File: config.mk
export PLATFORM = sky130hd
export DESIGN_NAME = counter_updown_mod
export DESIGN_NICKNAME = d
export VERILOG_FILES = /design/src/rtl/counter_updown_mod.sv
export SDC_FILE = /design/constraint.sdc
export NUM_CORES = 1
export LEC_CHECK = 0
export CORE_MARGIN = 10
export CORE_UTILIZATION = 50
export DETAILED_ROUTE_END_ITERATION = 6
export HOLD_SLACK_MARGIN = 0.12
export PLACE_DENSITY = 0.93
export SLEW_MARGIN = 20
export SYNTH_ARGS = -nofsm -noshare
export SYNTH_HDL_FRONTEND = slang
export SYNTH_SLANG_ARGS = --single-unit
File: constraint.sdc
create_clock -name clk -period 3.89 [get_ports clk]
set_input_delay 0.5835 -clock clk [delete_from_list [all_inputs] [get_ports clk]]
set_output_delay 0.5835 -clock clk [all_outputs]
set_load 0.05 [all_outputs]
File: src/rtl/counter_updown_mod.sv
// Up/down counter with a programmable modulus, parallel load, wrap or saturate
// at the range ends, a terminal-count flag and a sticky overflow flag.
module counter_updown_mod #(
  parameter int WIDTH    = 8,
  parameter int MODULUS  = 256,
  parameter int SATURATE = 0
) (
  input  logic             clk,
  input  logic             reset,
  input  logic             en,
  input  logic             up,
  input  logic             load,
  input  logic [WIDTH-1:0] load_val,
  input  logic             clear_ovf,
  output logic [WIDTH-1:0] count,
  output logic             tc,
  output logic             wrap,
  output logic             ovf
);

  localparam logic [WIDTH-1:0] MAX_VAL = WIDTH'(MODULUS - 1);
  localparam logic [WIDTH:0]   MOD_EXT = (WIDTH+1)'(MODULUS);

  logic [WIDTH-1:0] count_q, count_d;
  logic             wrap_q, wrap_d;
  logic             ovf_q, ovf_d;
  logic [WIDTH:0]   count_inc;
  logic             at_max, at_zero, wrap_ev;

  // Extra bit keeps count+1 == MODULUS comparable when MODULUS == 2**WIDTH.
  assign count_inc = {1'b0, count_q} + (WIDTH+1)'(1);
  assign at_max    = (count_inc == MOD_EXT);
  assign at_zero   = (count_q == '0);

  always_comb begin
    count_d = count_q;
    wrap_ev = 1'b0;
    if (load) begin
      count_d = (load_val <= MAX_VAL) ? load_val : MAX_VAL;
    end else if (en) begin
      if (up) begin
        if (at_max) begin
          wrap_ev = 1'b1;
          count_d = (SATURATE != 0) ? count_q : '0;
        end else begin
          count_d = count_inc[WIDTH-1:0];
        end
      end else begin
        if (at_zero) begin
          wrap_ev = 1'b1;
          count_d = (SATURATE != 0) ? count_q : MAX_VAL;
        end else begin
          count_d = count_q - WIDTH'(1);
        end
      end
    end
    wrap_d = wrap_ev;
    // A wrap in the same cycle as clear_ovf leaves the flag set.
    ovf_d  = wrap_ev | (ovf_q & ~clear_ovf);
  end

  always_ff @(posedge clk) begin
    if (reset) begin
      count_q <= '0;
      wrap_q  <= 1'b0;
      ovf_q   <= 1'b0;
    end else begin
      count_q <= count_d;
      wrap_q  <= wrap_d;
      ovf_q   <= ovf_d;
    end
  end

  assign count = count_q;
  assign wrap  = wrap_q;
  assign ovf   = ovf_q;
  assign tc    = up ? at_max : at_zero;

endmodule

# == Word-level counts from Yosys, hierarchy flattened ==
# Index checks and enable logic that the tools add are counted.
# classes
n_addsub,2
n_lt_le_gt_ge,1
n_eq_ne,1
mux,12
bitwise_logic,3
reduce_logical,2
# op_table
op,n
2-to-1 mux 8 bit,6
adder 8 x 1 -> 9 bit (second input constant),1
== test 9 bit (second input constant),1
less-or-equal comparator 8 bit (second input constant),1
zero test 8 bit,1
subtractor 8 x 1 -> 8 bit (second input constant),1
2-to-1 mux 1 bit,6
nonzero test 2 bit,1
AND 1 bit,1
inverter 1 bit,1
OR 1 bit,1
# totals
register_bits,10
input_bits,14
wordCells,24

# == Longest topological paths before layout ==
# logic_depth
word_depth,7
mapped_depth,6
ltp_nobuf,6

# == Worst setup path before layout ==
# OpenSTA, ideal clock, no wires.
# synth_timing
kind,register to output
startpoint,register count_q[2] (netlist: count[2])
endpoint,output port tc
t_arrival_ps,1913
setup_slack_ps,1393
stages_incl_launch_ff,6
n_path_buf,2
cell_sequence,dfxtp_1 > buf_6 > or4_4 > buf_6 > nor4_4 > or2_2
# synth_via
elab_chain_cells,3
elab_cells_between_ends,4
cone_classes,add/sub: 1; eq/ne: 1; mux: 1; reduce/logical: 1
# synth_rtl
item,line_no,source
start: declaration,24,"logic [WIDTH-1:0] count_q, count_d;"
start signal: assignment,68,count_q <= count_d;
adder 8 x 1 -> 9 bit,31,"assign count_inc = {1'b0, count_q} + (WIDTH+1)'(1);"
== test 9 bit,32,assign at_max = (count_inc == MOD_EXT);
2-to-1 mux 1 bit (*),77,assign tc = up ? at_max : at_zero;
end: declaration,16,"output logic tc,"
# Every way passes the cells marked *; elsewhere a longest branch is shown, timed or not.

# == Final worst setup path ==
# Same ends and word-level chain as after synthesis.

==> results.sh <==
export IMPL_outcome="finished clean"
export IMPL_slowest_delay_ns=0.80
export IMPL_drive_gt1_share_pct=9.02
export IMPL_antenna_found_initial=0
export IMPL_slew_headroom_pct=53.9
export IMPL_timing_rr_start="count[2]"
export IMPL_vias=870
export IMPL_period_minus_slack_ns=3.17
export IMPL_worstSetupEndpointType="primary output"
export IMPL_netlist_area_um2=866
export IMPL_ys_warn_count=0
export IMPL_seq_area_frac_synth_pct=23.1
export IMPL_syn_to_final_growth_pct=29.3
export IMPL_hp_class="reg2reg"
export IMPL_syn_area_per_cell_um2=7.66
export IMPL_fin_tns_setup_ns=0
export IMPL_setup_violations_final=0
export IMPL_cts_resized=0
export IMPL_powerDensity_nw_per_um2=309
export IMPL_cts_max_level=1
export IMPL_synthDistinctLibCells=37
export IMPL_ir_drop_mv=0.178
export IMPL_drt_initial_drc_count=20
export IMPL_port_buffer_count=24
export IMPL_tritoncts="done"
export IMPL_dp_final_hpwl_um=1660
export IMPL_clk_path_buf_depth=2
export IMPL_crit_type="reg2out"
export IMPL_drcViolationCount=0
export IMPL_die_w_um=61.6
export IMPL_post_cts_buffers=0
export IMPL_die_h_um=61.6
export IMPL_cp_arrival_ns=2.59
export IMPL_hold_buffers=0
export IMPL_power_mw=0.347
export IMPL_startpoint="count[2]"
export IMPL_die_area_um2=3800
export IMPL_grt_start_max_net_pins=22
export IMPL_post_drt_via_cell_ratio=5.84
export IMPL_clkSinkCount=10
export IMPL_grt_total_usage_pct=12.3
export IMPL_p_leak_nw=0.416
export IMPL_async_flop_share_pct=0
export IMPL_hold_viol_final=0
export IMPL_final_core_util_pct=71.0
export IMPL_fill_cells=135
export IMPL_crit_path_cell_trace="or4_4 > nor4_4 > or2_2 > clkdlybuf4s50_1"
export IMPL_finClkSkew_ns=0.00187
export IMPL_synth_edf_count=0
export IMPL_setup_worst_path_start_class="flip-flop"
export IMPL_place_gp_congestion=0.889
export IMPL_drt_wl_total_um=2230
export IMPL_clockRootBuffer="clkbuf_4"
export IMPL_initial_utilization_pct=54.9
export IMPL_antenna_cells=0
export IMPL_worst_pin_slew_ns=0.690
export IMPL_synth_ff_type="dfxtp_1"
export IMPL_insertion_delay_ns=0.27
export IMPL_cts_buffers=3
export IMPL_gr_total_overflow=0
export IMPL_cp_max_fo=10
export IMPL_crit_path_top_delay_cell="clkdlybuf4s50_1"
export IMPL_grt_first_pass_wirelength_um=3590
export IMPL_core_area_um2=1580
export IMPL_syn_inst=113
export IMPL_wl_per_cell_um=15.0
export IMPL_detail_route_antenna_nets=0
export IMPL_grt_pass1_vias=793
export IMPL_drt_pass1_iter_count=4
export IMPL_path_clk_slew_ns=0.07
export IMPL_syn_num_nets=131
export IMPL_clock_fmax_mhz=315
export IMPL_drv_cap=0
export IMPL_cp_required_ns=3.31
export IMPL_fin_crit_sh_pct=81.5
export IMPL_final_nets=152
export IMPL_yosys_register_bits=10
export IMPL_rsz0062_at_grt="no"
export IMPL_rows=14
export IMPL_worstHoldStart="ovf"
export IMPL_slew_violations=0
export IMPL_ioPinCount=25
-- layer usage --
metal | routed length, um | vias to the layer above | GRT usage (%) | share of wire, %
met5 | 0 | - | 0 | 0
met4 | 42 | 0 | 5.73 | 1.9
met3 | 196 | 7 | 4.53 | 8.8
met2 | 984 | 32 | 19.5 | 44
met1 | 1010 | 381 | 14.4 | 45
li1 | - | 450 | - | -
-- where the power goes --
part | internal (mW) | switching [mW] | leakage [nW]
sequential | 0.109 | 0.0155 | 0.0826
clock | 0.0569 | 0.0401 | 0.0210
combinational | 0.0523 | 0.0724 | 0.312
total | 0.219 | 0.128 | 0.416
-- placed cells by master, fill, tap and decap left out --
cell,synthesis,layout
or2_2,3,3
mux2i_1,1,1
nor3_1,2,2
a311o_1,1,1
o31a_1,3,3
dfxtp_1,10,10
nor4b_1,1,1
nor2b_1,5,5
a211o_1,1,1
clkdlybuf4s50_1,0,24
nand4_1,3,3
clkbuf_8,0,1
and4_1,1,1
o21ai_1,3,3
nor3b_1,2,2
buf_4,0,1
xnor2_1,2,2
a211oi_2,1,1
o41ai_4,1,1
nand2b_1,3,3
o21ai_0,9,9
nand3_1,1,1
or4_4,1,1
a2111oi_0,1,1
o211ai_1,2,2
a21o_1,1,1
nand2_1,6,6
ha_1,4,4
inv_1,10,10
nor4_1,4,4
nor2_1,7,7
clkbuf_4,0,3
a211oi_1,2,2
a31oi_1,1,1
nor4_4,1,1
a21oi_1,8,8
o22ai_1,1,1
o31ai_1,2,2
-- cell families after synthesis --
family | synth area share [%]
flops | 23.1
mux | 1.16
simple gates | 27.9
xor+xnor | 2.02
fa+ha+maj | 5.78
buf+inv | 10.1
compound gates | 29.9
-- through the flow --
stage	cell area (um^2)	cells	hold slack [ns]	setup slack, ns
finish	1120	149	0.484	0.720
global route	1120	149	0.538	0.630
CTS	1120	149	0.489	0.726
detailed placement	1080	145	0.479	0.768
global placement	1080	145	0.461	0.793
floorplan	866	113	0.694	1.39
-- path summary, 6_finish.rpt --
kind | to | slack, ns | depth (start not counted)
hold reg to reg | ovf | 0.48 | 2
setup reg to reg | count[4] | 2.05 | 4
setup / recovery | tc | 0.72 | 4
hold / removal | ovf | 0.48 | 2
-- final cells by class --
class                           count  area [um^2]  area share, %
Tap cell                           16         20.0           1.79
Sequential cell                    10          200           17.9
Clock buffer                        4         36.3           3.24
Timing Repair Buffer               25          248           22.1
Inverter                           10         37.5           3.35
Multi-Input combinational cell     84          578           51.6
-- Yosys cell counts, drive strengths merged, types with 3 or more instances --
| cell type | instances | share of area (%) |
|---|---|---|
| o31a | 3 | 3.0 |
| nor4 | 5 | 5.3 |
| nor2 | 7 | 3.0 |
| nor2b | 5 | 3.6 |
| clkbuf | 6 | 2.6 |
| nand2b | 3 | 2.2 |
| ha | 4 | 5.8 |
| nand2 | 6 | 2.6 |
| a211oi | 3 | 3.2 |
| or2 | 3 | 2.2 |
| dfxtp | 10 | 23 |
| buf | 3 | 3.2 |
| inv | 10 | 4.3 |
| o21ai | 12 | 6.9 |
| nand4 | 3 | 2.2 |
| a21oi | 8 | 4.6 |
-- state kept, by name, indices dropped and copies added, names as in the netlist --
name / cells
count: 8
ovf: 1
wrap: 1
-- critical path: cells and delay by family (launching register included) --
family / cells / cell delay [ns]
and+or+nand+nor: 3 / 1.12
buffers and inverters: 1 / 0.80
DFF: 1 / 0.40
(Power assumes the default switching activity.)
